`src/rtl/infix_to_onp.sv`:
```
// Shunting-yard converter: infix token stream in, ONP push/op command stream out.
// Latency: NUM appears on the output one cycle after acceptance; each operator pop takes one cycle.
// Backpressure: the output is a single registered slot; in_ready and stack pops stall while it is held.
module infix_to_onp #(
    parameter int DEPTH = 16,
    parameter int PW    = $clog2(DEPTH)
) (
    input  logic        clk,
    input  logic        rst,
    input  logic        in_valid,
    output logic        in_ready,
    input  logic [2:0]  in_kind,
    input  logic [15:0] in_data,
    output logic        out_valid,
    input  logic        out_ready,
    output logic        out_push,
    output logic [15:0] out_d,
    output logic [1:0]  out_op,
    output logic        done,
    output logic        err
);

    localparam logic [2:0] K_NUM  = 3'd0;
    localparam logic [2:0] K_ADD  = 3'd1;
    localparam logic [2:0] K_MUL  = 3'd2;
    localparam logic [2:0] K_NEG  = 3'd3;
    localparam logic [2:0] K_LPAR = 3'd4;
    localparam logic [2:0] K_RPAR = 3'd5;
    localparam logic [2:0] K_END  = 3'd6;

    // Stack entries reuse the calculator op encoding; 00 marks an LPAR.
    localparam logic [1:0] C_LPAR = 2'b00;
    localparam logic [1:0] C_NEG  = 2'b01;
    localparam logic [1:0] C_ADD  = 2'b10;
    localparam logic [1:0] C_MUL  = 2'b11;

    localparam logic [PW:0] FULL_CNT = (PW+1)'(DEPTH);

    typedef enum logic [2:0] {
        S_ACCEPT,
        S_POP_OP,
        S_POP_PAR,
        S_FLUSH,
        S_DONE,
        S_ERR
    } state_t;

    state_t state, nxt_state;

    logic [1:0]    stk [DEPTH];
    logic [PW:0]   sp;
    logic [PW-1:0] top_idx;
    logic [1:0]    top;
    logic          empty, full;

    logic          expect_opnd, nxt_expect;
    logic [1:0]    pend;

    logic          slot_free, accept, legal;
    logic          do_push, do_pop, emit_num, emit_op, latch_pend, set_err, done_nxt;
    logic [1:0]    push_code;

    function automatic logic [1:0] prec(input logic [1:0] c);
        case (c)
            C_NEG:   prec = 2'd3;
            C_MUL:   prec = 2'd2;
            C_ADD:   prec = 2'd1;
            default: prec = 2'd0;
        endcase
    endfunction

    assign top_idx   = sp[PW-1:0] - 1'b1;
    assign top       = stk[top_idx];
    assign empty     = (sp == '0);
    assign full      = (sp == FULL_CNT);
    assign slot_free = !out_valid || out_ready;
    assign in_ready  = (state == S_ACCEPT) && !err && slot_free;
    assign accept    = in_valid && in_ready;

    always_comb begin
        legal = 1'b0;
        if (expect_opnd)
            legal = (in_kind == K_NUM) || (in_kind == K_NEG) || (in_kind == K_LPAR);
        else
            legal = (in_kind == K_ADD) || (in_kind == K_MUL) ||
                    (in_kind == K_RPAR) || (in_kind == K_END);
    end

    always_ff @(posedge clk or posedge rst) begin
        if (rst) state <= S_ACCEPT;
        else     state <= nxt_state;
    end

    always_comb begin
        nxt_state  = state;
        nxt_expect = expect_opnd;
        do_push    = 1'b0;
        push_code  = C_LPAR;
        do_pop     = 1'b0;
        emit_num   = 1'b0;
        emit_op    = 1'b0;
        latch_pend = 1'b0;
        set_err    = 1'b0;
        done_nxt   = 1'b0;
        case (state)
            S_ACCEPT: begin
                if (accept) begin
                    if (!legal) begin
                        set_err   = 1'b1;
                        nxt_state = S_ERR;
                    end else begin
                        case (in_kind)
                            K_NUM: begin
                                emit_num   = 1'b1;
                                nxt_expect = 1'b0;
                            end
                            K_NEG, K_LPAR: begin
                                if (full) begin
                                    set_err   = 1'b1;
                                    nxt_state = S_ERR;
                                end else begin
                                    do_push   = 1'b1;
                                    push_code = (in_kind == K_NEG) ? C_NEG : C_LPAR;
                                end
                            end
                            K_ADD, K_MUL: begin
                                latch_pend = 1'b1;
                                nxt_expect = 1'b1;
                                nxt_state  = S_POP_OP;
                            end
                            K_RPAR:  nxt_state = S_POP_PAR;
                            default: nxt_state = S_FLUSH;
                        endcase
                    end
                end
            end
            S_POP_OP: begin
                if (slot_free) begin
                    if (!empty && (prec(top) >= prec(pend))) begin
                        do_pop  = 1'b1;
                        emit_op = 1'b1;
                    end else if (full) begin
                        set_err   = 1'b1;
                        nxt_state = S_ERR;
                    end else begin
                        do_push   = 1'b1;
                        push_code = pend;
                        nxt_state = S_ACCEPT;
                    end
                end
            end
            S_POP_PAR: begin
                if (slot_free) begin
                    if (empty) begin
                        set_err   = 1'b1;
                        nxt_state = S_ERR;
                    end else if (top == C_LPAR) begin
                        do_pop     = 1'b1;
                        nxt_expect = 1'b0;
                        nxt_state  = S_ACCEPT;
                    end else begin
                        do_pop  = 1'b1;
                        emit_op = 1'b1;
                    end
                end
            end
            S_FLUSH: begin
                if (slot_free) begin
                    if (empty) begin
                        nxt_state = S_DONE;
                    end else if (top == C_LPAR) begin
                        set_err   = 1'b1;
                        nxt_state = S_ERR;
                    end else begin
                        do_pop  = 1'b1;
                        emit_op = 1'b1;
                    end
                end
            end
            S_DONE: begin
                if (!out_valid) begin
                    done_nxt   = 1'b1;
                    nxt_expect = 1'b1;
                    nxt_state  = S_ACCEPT;
                end
            end
            default: nxt_state = S_ERR;
        endcase
    end

    always_ff @(posedge clk or posedge rst) begin
        if (rst) begin
            sp          <= '0;
            expect_opnd <= 1'b1;
            pend        <= C_ADD;
            err         <= 1'b0;
            done        <= 1'b0;
        end else begin
            if (do_push)      sp <= sp + 1'b1;
            else if (do_pop)  sp <= sp - 1'b1;
            expect_opnd <= nxt_expect;
            if (latch_pend)   pend <= (in_kind == K_MUL) ? C_MUL : C_ADD;
            if (set_err)      err <= 1'b1;
            done <= done_nxt;
        end
    end

    // Stack storage needs no reset: sp alone defines which entries are live.
    always_ff @(posedge clk) begin
        if (do_push) stk[sp[PW-1:0]] <= push_code;
    end

    always_ff @(posedge clk or posedge rst) begin
        if (rst) begin
            out_valid <= 1'b0;
            out_push  <= 1'b0;
            out_d     <= '0;
            out_op    <= '0;
        end else if (emit_num) begin
            out_valid <= 1'b1;
            out_push  <= 1'b1;
            out_d     <= in_data;
            out_op    <= '0;
        end else if (emit_op) begin
            out_valid <= 1'b1;
            out_push  <= 1'b0;
            out_d     <= '0;
            out_op    <= top;
        end else if (out_ready) begin
            out_valid <= 1'b0;
        end
    end

endmodule

```
`config.mk`:
```
export PLATFORM = sky130hd
export DESIGN_NAME = infix_to_onp
export DESIGN_NICKNAME = d
export VERILOG_FILES = /design/src/rtl/infix_to_onp.sv
export SDC_FILE = /design/constraint.sdc
export NUM_CORES = 1
export LEC_CHECK = 0
export ABC_AREA = 1
export ABC_CLOCK_PERIOD_IN_PS = 9210
export CORE_MARGIN = 3
export CORE_UTILIZATION = 30
export CTS_BUF_LIST = sky130_fd_sc_hd__clkbuf_8
export CTS_CLUSTER_DIAMETER = 80
export DETAILED_ROUTE_END_ITERATION = 12
export GPL_ROUTABILITY_DRIVEN = 0
export PLACE_DENSITY_LB_ADDON = 0.3
export SYNTH_ARGS = -nofsm -noshare
export SYNTH_HDL_FRONTEND = slang
export SYNTH_SLANG_ARGS = --single-unit
```
`constraint.sdc`:
```
create_clock -name clk -period 9.21 [get_ports clk]
set_clock_uncertainty 0.1 [all_clocks]
set_input_delay 0.921 -clock clk [delete_from_list [all_inputs] [get_ports clk]]
set_output_delay 0.921 -clock clk [all_outputs]
set_load 0.005 [all_outputs]
```
==> results of run 1 <==
Yosys cell counts (all sizes together) (3+ instances only):
| master | n |
|---|---|
| nor2 | 39 |
| edfxtp | 32 |
| ha | 11 |
| buf | 7 |
| nand3 | 50 |
| o21ai | 13 |
| nand2 | 148 |
| nand4 | 3 |
| inv | 41 |
| dfrtp | 31 |
| xor2 | 3 |
| nor3 | 6 |
| a21oi | 4 |
where the power goes:
group	internal, uW	total (uW)	switching [uW]
Sequential	298	298	0
Clock	92.7	199	106
Combinational	10.4	19.7	9.33
routing by layer:
layer / GRT usage (%) / share of wire [%] / up-vias
met5: 0 / 0 / -
met4: 4.704 / 2.0 / 0
met3: 3.533 / 4.4 / 17
met2: 20.82 / 47 / 71
met1: 16.58 / 46 / 1309
li1: - / - / 1381
cell type report:
cell class                 instances  area share [%]
clock buffer                       9           3.028
timing repair buffer              47           11.38
sequential                        64           43.09
tap                              136           4.159
clock inverter                     7          0.7951
multi-input combinational        284           33.79
inverter                          41           3.761
path summary, 6_finish.rpt:
path                            from          end  slack (ps)  cells past startpoint
setup / recovery               sp[0]        sp[4]        4500                     24
hold / removal             out_d[14]    out_d[14]         370                      2
setup reg to reg               sp[0]        sp[4]        4500                     24
hold reg to reg            out_d[14]    out_d[14]         370                      2
max in group asynchronous        rst  expect_opnd        7810                      3
min in group asynchronous        rst     out_d[1]         870                      3
worst register-to-register path: cells and delay by family (launching register included):
family	cells	cell delay, ps
and+or+nand+nor	12	1140
adders and majority gates	4	1380
buffers and inverters	5	720
AOI/OAI and AO/OA	3	510
DFF	1	750
cell families (layout without fill, tap and decap cells):
kind of cell	count (synthesis)	in the layout	share of synthesized area, %
flops	64	64	52.63
xor+xnor	4	4	1.046
fa+ha+maj	12	12	4.707
compound gates	21	21	3.362
simple gates	247	247	32.16
buf+inv	48	104	6.089
sequential cells by signal, summed over array words and instances (netlist names):
name         cells
state            3
out_valid        1
done             1
expect_opnd      1
stk             32
out_push         1
out_op           2
out_d           16
err              1
pend             1
sp               5
metrics by stage:
| stage | instance area, um^2 | cells | total power (uW) | worst slack (ps) |
|---|---|---|---|---|
| after global routing | 4091 | 588 | 540.6 | 4035 |
| after detailed placement | 3935 | 572 | 324.0 | 4528 |
| after CTS | 4091 | 588 | 524.5 | 4521 |
| after global placement | 3935 | 572 | 324.0 | 4744 |
| final | 4091 | 588 | 516.7 | 4503 |
| after floorplan | 3349 | 396 | 311.6 | 5186 |
==> flow_summary.html, run 1 <==
<table>
<tr><th>Metric</th><th>Value</th></tr>
<tr><th colspan="2">Synth</th></tr>
<tr><td>Number of warnings issued by yosys</td><td>0</td></tr>
<tr><td>Main area contributors after synthesis</td><td>sky130_fd_sc_hd__edfxtp_1 (29%), sky130_fd_sc_hd__dfrtp_1 (23%), sky130_fd_sc_hd__nand2_1 (16%), sky130_fd_sc_hd__nand3_1 (7.3%), sky130_fd_sc_hd__inv_1 (4.1%)</td></tr>
<tr><td>Flip-flop cell with the highest count after synthesis</td><td>sky130_fd_sc_hd__edfxtp_1</td></tr>
<tr><td>Post-synthesis average cell area</td><td>8.458 um^2</td></tr>
<tr><td>Synthesized cell area</td><td>3349 um^2</td></tr>
<tr><td>Portion of synthesized cell area occupied by the leading cell type</td><td>28.69%</td></tr>
<tr><td>Number of nets produced by synthesis</td><td>431</td></tr>
<tr><td>Number of enable flip-flop cells after synthesis</td><td>32</td></tr>
<tr><td>Synth unique cells</td><td>30</td></tr>
<tr><td>Cell taking the most area after synthesis</td><td>sky130_fd_sc_hd__edfxtp_1</td></tr>
<tr><td>Flop and latch count out of synthesis</td><td>64</td></tr>
<tr><td>Post-synthesis instance total</td><td>396</td></tr>
<tr><td>Share of synthesized area occupied by flip-flops and latches</td><td>a little over half</td></tr>
<tr><td>Post-synthesis async set-or-reset flop share</td><td>50.00%</td></tr>
<tr><th colspan="2">Clock tree</th></tr>
<tr><td>TritonCTS clock tree</td><td>built</td></tr>
<tr><td>Post-CTS resize count</td><td>0</td></tr>
<tr><td>Clock tree buffer depth</td><td>2</td></tr>
<tr><td>Clock transition at the registers of the reported paths</td><td>80 ps</td></tr>
<tr><td>Inserted Clock Buffers</td><td>9</td></tr>
<tr><td>Maximum level of the CTS H-tree</td><td>3</td></tr>
<tr><td>Count of hold-fix buffers inserted at cts</td><td>0</td></tr>
<tr><td>Post-CTS setup buffers</td><td>0</td></tr>
<tr><td>Cell chosen for the clock root</td><td>sky130_fd_sc_hd__clkbuf_8</td></tr>
<tr><td>Insertion delay to the later sink of the worst-skew pair</td><td>340 ps</td></tr>
<tr><td>Clock Sink Count</td><td>64</td></tr>
<tr><th colspan="2">Floorplanning</th></tr>
<tr><td>Height of the die</td><td>between 100 and 150 um</td></tr>
<tr><td>Die Wd</td><td>111.7 um</td></tr>
<tr><td>Number of top-level design ports</td><td>46</td></tr>
<tr><td>Full die area</td><td>~12000 um^2</td></tr>
<tr><td>Effective utilization at floorplan</td><td>31.59%</td></tr>
<tr><td>Placement row count</td><td>37</td></tr>
<tr><td>Placeable Area</td><td>10600 um^2</td></tr>
<tr><th colspan="2">Critical path</th></tr>
<tr><td>Required @ worst endpoint</td><td>9350 ps</td></tr>
<tr><td>Slowest cell on the critical path</td><td>sky130_fd_sc_hd__dfrtp_1</td></tr>
<tr><td>Critical path's top delay family</td><td>adder cells</td></tr>
<tr><td>Worst setup SP type</td><td>flip-flop</td></tr>
<tr><td>Crit. End Element</td><td>flip-flop</td></tr>
<tr><td>Critical path buffers and inverters</td><td>5</td></tr>
<tr><td>Delay of the slowest cell on the worst path</td><td>750 ps</td></tr>
<tr><td>Critical path fanouts, max</td><td>22</td></tr>
<tr><td>Type of the worst setup path</td><td>flip-flop to flip-flop</td></tr>
<tr><td>Most prevalent standard cell on the critical path</td><td>sky130_fd_sc_hd__nand2_1</td></tr>
<tr><td>Arrival time of the worst setup path</td><td>4850 ps</td></tr>
<tr><td>Cells along the critical path</td><td>inv_2 &gt; ha_1 &gt; inv_1 &gt; nand3_1 &gt; nand3_1 &gt; nand3_1 &gt; nand2_1 &gt; ha_1 &gt; inv_1 &gt; ha_1 &gt; o21ai_0 &gt; nand2_1 &gt; nand2_1 &gt; nand3_1 &gt; nand2_4 &gt; inv_1 &gt; ha_1 &gt; a21o_1 &gt; a31oi_1 &gt; inv_1 &gt; nand2_1 &gt; nand2_1 &gt; nand2_1 &gt; nand2_1</td></tr>
<tr><th colspan="2">Global routing</th></tr>
<tr><td>Pin count of the biggest net entering global routing</td><td>33</td></tr>
<tr><td>Via count of the first global-routing pass</td><td>roughly 2.7k</td></tr>
<tr><td>Congestion Overflow GR</td><td>0</td></tr>
<tr><td>All-layer global routing usage</td><td>12.90%</td></tr>
<tr><td>Wire length of the first global-routing pass</td><td>13040 um</td></tr>
<tr><td>Antenna violations before repair</td><td>0</td></tr>
<tr><th colspan="2">Cells and area</th></tr>
<tr><td>Commonest non-fill, non-tap cell in the layout</td><td>sky130_fd_sc_hd__nand2_1</td></tr>
<tr><td>Total area of sequential cells</td><td>1763 um^2</td></tr>
<tr><td>Layout area overhead</td><td>22.15%</td></tr>
<tr><td>Post-Route Utilization</td><td>38.59%</td></tr>
<tr><td>Fraction of final layout cells sized beyond drive strength 1</td><td>7.301%</td></tr>
<tr><td>Area of combinational cells with multiple inputs</td><td>1383 um^2</td></tr>
<tr><td>Highest-count cells in the layout ignoring fill and taps</td><td>sky130_fd_sc_hd__nand2_1 (143), sky130_fd_sc_hd__nand3_1 (49), sky130_fd_sc_hd__clkdlybuf4s50_1 (45)</td></tr>
<tr><td>Number of antenna diodes</td><td>0</td></tr>
<tr><td>Final Net Count</td><td>482</td></tr>
<tr><td>Fill cells</td><td>1070</td></tr>
<tr><th colspan="2">Routing</th></tr>
<tr><td>Detailed Route Iter0 Violations</td><td>roughly 140</td></tr>
<tr><td>Total Routed Length</td><td>7818 um</td></tr>
<tr><td>Wire length per cell after detailed routing</td><td>about 13 um</td></tr>
<tr><td>Number of nets still failing antenna checks after routing</td><td>0</td></tr>
<tr><td>Vias</td><td>2778</td></tr>
<tr><td>Pre-antenna DRT Iters</td><td>5</td></tr>
<tr><td>Routed via count divided by cell count</td><td>4.724</td></tr>
<tr><td>DRC violation count after routing</td><td>0</td></tr>
<tr><th colspan="2">Timing</th></tr>
<tr><td>Final number of setup-violating endpoints</td><td>0</td></tr>
<tr><td>RSZ-0062 raised after global routing</td><td>no</td></tr>
<tr><td>Pins over their slew limit</td><td>0</td></tr>
<tr><td>Final period utilization</td><td>51.11%</td></tr>
<tr><td>Tightest Pin Transition</td><td>roughly 830 ps</td></tr>
<tr><td>Fmax</td><td>212.4 MHz</td></tr>
<tr><td>Hold Slack</td><td>371.0 ps</td></tr>
<tr><td>Final sum of negative setup slack</td><td>0 ps</td></tr>
<tr><td>Hold violation count in the final report</td><td>0</td></tr>
<tr><td>Final worst path period need</td><td>4707 ps</td></tr>
<tr><td>Relative slew margins</td><td>44.83%</td></tr>
<tr><th colspan="2">Power and ir drop</th></tr>
<tr><td>IR drop worst, VDD</td><td>0.06769 mV</td></tr>
<tr><td>Static leakage power</td><td>0.001840 uW</td></tr>
<tr><td>Power density over the cells</td><td>around 130 nW/um^2</td></tr>
<tr><th colspan="2">Run status</th></tr>
<tr><td>Run status</td><td>complete, no violations</td></tr>
<tr><th colspan="2">Flow run</th></tr>
<tr><td>Number of max-capacitance violations reported</td><td>0</td></tr>
<tr><th colspan="2">Placement</th></tr>
<tr><td>Placed wire-length estimate after detailed placement</td><td>~5800 um</td></tr>
<tr><td>I/O Buffers</td><td>45</td></tr>
<tr><th colspan="2">Hold path</th></tr>
<tr><td>Worst min-delay path class</td><td>flip-flop to flip-flop</td></tr>
</table>
No activity file was read; power rests on OpenSTA's default activity.
==> run 2: changes to the inputs <==
Settings changed: ABC_CLOCK_PERIOD_IN_PS 9210 to 4600.
Clock period 9.21 ns to 4.6 ns, I/O delays scaled along.
==> run 2 against run 1 <==
  * Critical path depth unchanged
  * Sequential power rose by 100%
  * Count of clock-buffer cells in the layout unchanged
  * First-iteration DRC count is 4.4% lower
  * Core utilization rose by 0.68 points
  * Power grew 130%
  * Wire length shrank 1.0%
  * Design area rose by 1.8%
  * Non-clock buffer count increased by 2
  * Global-route usage up 0.27 points
  * Sequential share of layout area down 0.75 points
  * Hold slack better by 1.7 ps
  * Highest routed layer unchanged
==> flow_summary.html, run 2 (synthesized netlist as in run 1, its figures left out) <==
<table>
<tr><th>Metric</th><th>Value</th></tr>
<tr><th colspan="2">Clock tree</th></tr>
<tr><td>Clock transition at the registers of the reported paths</td><td>70 ps (was 80 ps)</td></tr>
<tr><td>Clock tree buffer depth</td><td>2 (unchanged)</td></tr>
<tr><td>Inserted Clock Buffers</td><td>9 (unchanged)</td></tr>
<tr><td>Post-CTS setup buffers</td><td>0 (unchanged)</td></tr>
<tr><td>TritonCTS clock tree</td><td>built (unchanged)</td></tr>
<tr><td>Insertion delay to the later sink of the worst-skew pair</td><td>340 ps (about the same)</td></tr>
<tr><td>Clock Sink Count</td><td>64 (unchanged)</td></tr>
<tr><td>Cell chosen for the clock root</td><td>sky130_fd_sc_hd__clkbuf_8 (unchanged)</td></tr>
<tr><td>Maximum level of the CTS H-tree</td><td>3 (unchanged)</td></tr>
<tr><th colspan="2">Routing</th></tr>
<tr><td>Number of nets still failing antenna checks after routing</td><td>0 (unchanged)</td></tr>
<tr><td>Wire length per cell after detailed routing</td><td>13.11 um (was 13.30 um)</td></tr>
<tr><td>Pre-antenna DRT Iters</td><td>4 (was 5)</td></tr>
<tr><td>Detailed Route Iter0 Violations</td><td>130 (was 136)</td></tr>
<tr><td>Vias</td><td>2763 (was 2778)</td></tr>
<tr><td>Total Routed Length</td><td>7736 um (was 7818 um)</td></tr>
<tr><td>DRC violation count after routing</td><td>0 (unchanged)</td></tr>
<tr><td>Routed via count divided by cell count</td><td>4.683 (was 4.724)</td></tr>
<tr><th colspan="2">Timing</th></tr>
<tr><td>Tightest Pin Transition</td><td>767.0 ps (was 826.6 ps)</td></tr>
<tr><td>RSZ-0062 raised after global routing</td><td>no (unchanged)</td></tr>
<tr><td>Pins over their slew limit</td><td>0 (unchanged)</td></tr>
<tr><td>Final worst path period need</td><td>4108 ps (was 4707 ps)</td></tr>
<tr><td>Final setup margin</td><td>492.3 ps (was 4503 ps)</td></tr>
<tr><td>Final period utilization</td><td>89.30% (was 51.11%)</td></tr>
<tr><td>Final sum of negative setup slack</td><td>0 ps (unchanged)</td></tr>
<tr><td>Final number of setup-violating endpoints</td><td>0 (unchanged)</td></tr>
<tr><td>Fmax</td><td>243.4 MHz (was 212.4 MHz)</td></tr>
<tr><td>Hold violation count in the final report</td><td>0 (unchanged)</td></tr>
<tr><td>Relative slew margins</td><td>48.81% (was 44.83%)</td></tr>
<tr><th colspan="2">Cells and area</th></tr>
<tr><td>Fraction of final layout cells sized beyond drive strength 1</td><td>8.590% (was 7.301%)</td></tr>
<tr><td>Layout area overhead</td><td>24.32% (was 22.15%)</td></tr>
<tr><td>Highest-count cells in the layout ignoring fill and taps</td><td>sky130_fd_sc_hd__nand2_1 (143), sky130_fd_sc_hd__nand3_1 (49), sky130_fd_sc_hd__clkdlybuf4s50_1 (45) (unchanged)</td></tr>
<tr><td>Number of antenna diodes</td><td>0 (unchanged)</td></tr>
<tr><td>Fill cells</td><td>1059 (was 1070)</td></tr>
<tr><td>Commonest non-fill, non-tap cell in the layout</td><td>sky130_fd_sc_hd__nand2_1 (unchanged)</td></tr>
<tr><td>Area of combinational cells with multiple inputs</td><td>1385 um^2 (was 1383 um^2)</td></tr>
<tr><td>Final Net Count</td><td>484 (was 482)</td></tr>
<tr><td>Total area of sequential cells</td><td>1763 um^2 (unchanged)</td></tr>
<tr><td>Max FFs per register</td><td>32 (unchanged)</td></tr>
<tr><th colspan="2">Critical path</th></tr>
<tr><td>R2r worst-path depth</td><td>24 (unchanged)</td></tr>
<tr><td>Arrival time of the worst setup path</td><td>4240 ps (was 4850 ps)</td></tr>
<tr><td>Type of the worst setup path</td><td>flip-flop to flip-flop (unchanged)</td></tr>
<tr><td>Worst setup SP type</td><td>flip-flop (unchanged)</td></tr>
<tr><td>Capture point of the worst reg-to-reg path</td><td>sp[4] (unchanged)</td></tr>
<tr><td>Worst reg2reg path startpoint</td><td>sp[1] (was sp[0])</td></tr>
<tr><td>Critical path fanouts, max</td><td>9 (was 22)</td></tr>
<tr><td>Required @ worst endpoint</td><td>4730 ps (was 9350 ps)</td></tr>
<tr><td>Register-to-register setup slack</td><td>490 ps (was 4500 ps)</td></tr>
<tr><td>Crit. End Element</td><td>flip-flop (unchanged)</td></tr>
<tr><td>Critical Path Start</td><td>sp[1] (was sp[0])</td></tr>
<tr><th colspan="2">Power and ir drop</th></tr>
<tr><td>Power density over the cells</td><td>280.0 nW/um^2 (was 126.3 nW/um^2)</td></tr>
<tr><td>IR drop worst, VDD</td><td>0.1338 mV (was 0.06769 mV)</td></tr>
<tr><td>Internal power summed over all cells</td><td>918.8 uW (was 401.3 uW)</td></tr>
<tr><td>Power share of the clock group</td><td>45.4% (was 38.5%)</td></tr>
<tr><td>Static leakage power</td><td>0.001872 uW (was 0.001840 uW)</td></tr>
<tr><td>Net Sw Power</td><td>247.1 uW (was 115.4 uW)</td></tr>
<tr><td>Comb power frac</td><td>3.4% (was 3.8%)</td></tr>
<tr><td>Switch share</td><td>21.20% (was 22.34%)</td></tr>
<tr><td>Part of the total power dissipated in sequential elements</td><td>51.2% (was 57.7%)</td></tr>
<tr><th colspan="2">Floorplanning</th></tr>
<tr><td>Full die area</td><td>12470 um^2 (unchanged)</td></tr>
<tr><td>Height of the die</td><td>111.7 um (unchanged)</td></tr>
<tr><td>Number of top-level design ports</td><td>46 (unchanged)</td></tr>
<tr><td>Effective utilization at floorplan</td><td>31.59% (unchanged)</td></tr>
<tr><td>Placeable Area</td><td>10600 um^2 (unchanged)</td></tr>
<tr><td>Placement row count</td><td>37 (unchanged)</td></tr>
<tr><td>Die Wd</td><td>111.7 um (unchanged)</td></tr>
<tr><th colspan="2">Placement</th></tr>
<tr><td>Placed wire-length estimate after detailed placement</td><td>5624 um (was 5750 um)</td></tr>
<tr><td>Setup Slack @ Placement</td><td>445.4 ps (was 4528 ps)</td></tr>
<tr><td>I/O Buffers</td><td>45 (unchanged)</td></tr>
<tr><th colspan="2">Run status</th></tr>
<tr><td>Run status</td><td>complete, no violations (unchanged)</td></tr>
<tr><th colspan="2">Global routing</th></tr>
<tr><td>Congestion Overflow GR</td><td>0 (unchanged)</td></tr>
<tr><td>All-layer global routing usage</td><td>13.17% (was 12.90%)</td></tr>
<tr><td>Pin count of the biggest net entering global routing</td><td>33 (unchanged)</td></tr>
<tr><td>Antenna violations before repair</td><td>0 (unchanged)</td></tr>
<tr><td>Wire length of the first global-routing pass</td><td>13430 um (was 13040 um)</td></tr>
<tr><td>Via count of the first global-routing pass</td><td>2818 (was 2746)</td></tr>
<tr><th colspan="2">Hold path</th></tr>
<tr><td>Worst hold path endpoint</td><td>out_d[13] (was out_d[14])</td></tr>
<tr><td>Worst min-delay path class</td><td>flip-flop to flip-flop (unchanged)</td></tr>
<tr><td>Beginning of the worst hold path</td><td>out_d[13] (was out_d[14])</td></tr>
<tr><td>Worst hold stages</td><td>2 (unchanged)</td></tr>
<tr><th colspan="2">Flow run</th></tr>
<tr><td>Number of max-capacitance violations reported</td><td>0 (unchanged)</td></tr>
</table>
## run 2: cell types whose count changed in the layout (fill, tap and decap cells not counted), sizes merged
cell and delta:
buf +2, clkinvlp -1, clkinv +1, inv -2, bufinv +2
## run 2: stage by stage
step / std cells / utilization [%] / hold slack (ps) / total power, uW / cell area (um^2)
floorplan: 396 / - / 364.3 / 623.8 / 3349
global placement: 574 / 37.26 / 354.2 / 648.6 / 3950
detailed placement: 574 / 37.26 / 358.6 / 648.8 / 3950
CTS: 590 / 39.25 / 377.9 / 1181 / 4161
global route: 590 / 39.28 / 394.6 / 1214 / 4164
finish: 590 / 39.28 / 372.7 / 1166 / 4164
## run 2: cell type report
class | instances | share of cell area (%)
Timing Repair Buffer | 49 | 11.54
Sequential cell | 64 | 42.34
Multi-Input combinational cell | 284 | 33.26
Tap cell | 136 | 4.087
Inverter | 41 | 3.696
Clock buffer | 9 | 2.975
Clock inverter | 7 | 2.103
## run 2: power groups by stage
stage          logic (uW)  registers (uW)  clock network (uW)
6_report             39.5             597                 530
5_1_grt              44.6             596                 573
2_1_floorplan        15.2             609                   0
3_5_place_dp         40.2             609                   0
3_3_place_gp         40.0             609                   0
4_1_cts              40.3             596                 544
## run 2: timing repair
action | in CTS | in global routing
hold buffers | 0 | 0
setup endpoints to repair | 0 | 1
resized for setup | 0 | 1
## run 2: metal layers
layer  track usage [%]  wire (um)
met3             3.207        354
met2             21.26       3750
met4             4.866        142
met1             17.14       3488
met5                 0          0
## run 2: worst max-delay path by stage
| stage | to | slack (ps) | cells past startpoint |
|---|---|---|---|
| 2_1_floorplan | sp[4] | 580 | 27 |
| 3_3_place_gp | sp[4] | 630 | 24 |
| 3_5_place_dp | sp[4] | 450 | 24 |
| 4_1_cts | sp[4] | 440 | 24 |
| 5_1_grt | sp[4] | 50 | 24 |
| 6_report | sp[4] | 490 | 24 |
## run 2: worst max-delay path, stage by stage (launching register included)
cell	delay [ps]
sky130_fd_sc_hd__dfrtp_1	420
sky130_fd_sc_hd__inv_1	140
sky130_fd_sc_hd__ha_2	450
sky130_fd_sc_hd__inv_1	160
sky130_fd_sc_hd__nand3_1	130
sky130_fd_sc_hd__nand3_1	80
sky130_fd_sc_hd__nand3_1	130
sky130_fd_sc_hd__nand2_1	70
sky130_fd_sc_hd__ha_1	270
sky130_fd_sc_hd__inv_1	40
sky130_fd_sc_hd__ha_1	250
sky130_fd_sc_hd__o21ai_0	150
sky130_fd_sc_hd__nand2_1	130
sky130_fd_sc_hd__nand2_1	80
sky130_fd_sc_hd__nand3_1	150
sky130_fd_sc_hd__nand2_4	180
sky130_fd_sc_hd__inv_1	110
sky130_fd_sc_hd__ha_1	330
sky130_fd_sc_hd__a21o_1	160
sky130_fd_sc_hd__a31oi_1	170
sky130_fd_sc_hd__inv_1	60
sky130_fd_sc_hd__nand2_1	80
sky130_fd_sc_hd__nand2_1	50
sky130_fd_sc_hd__nand2_1	50
sky130_fd_sc_hd__nand2_1	50
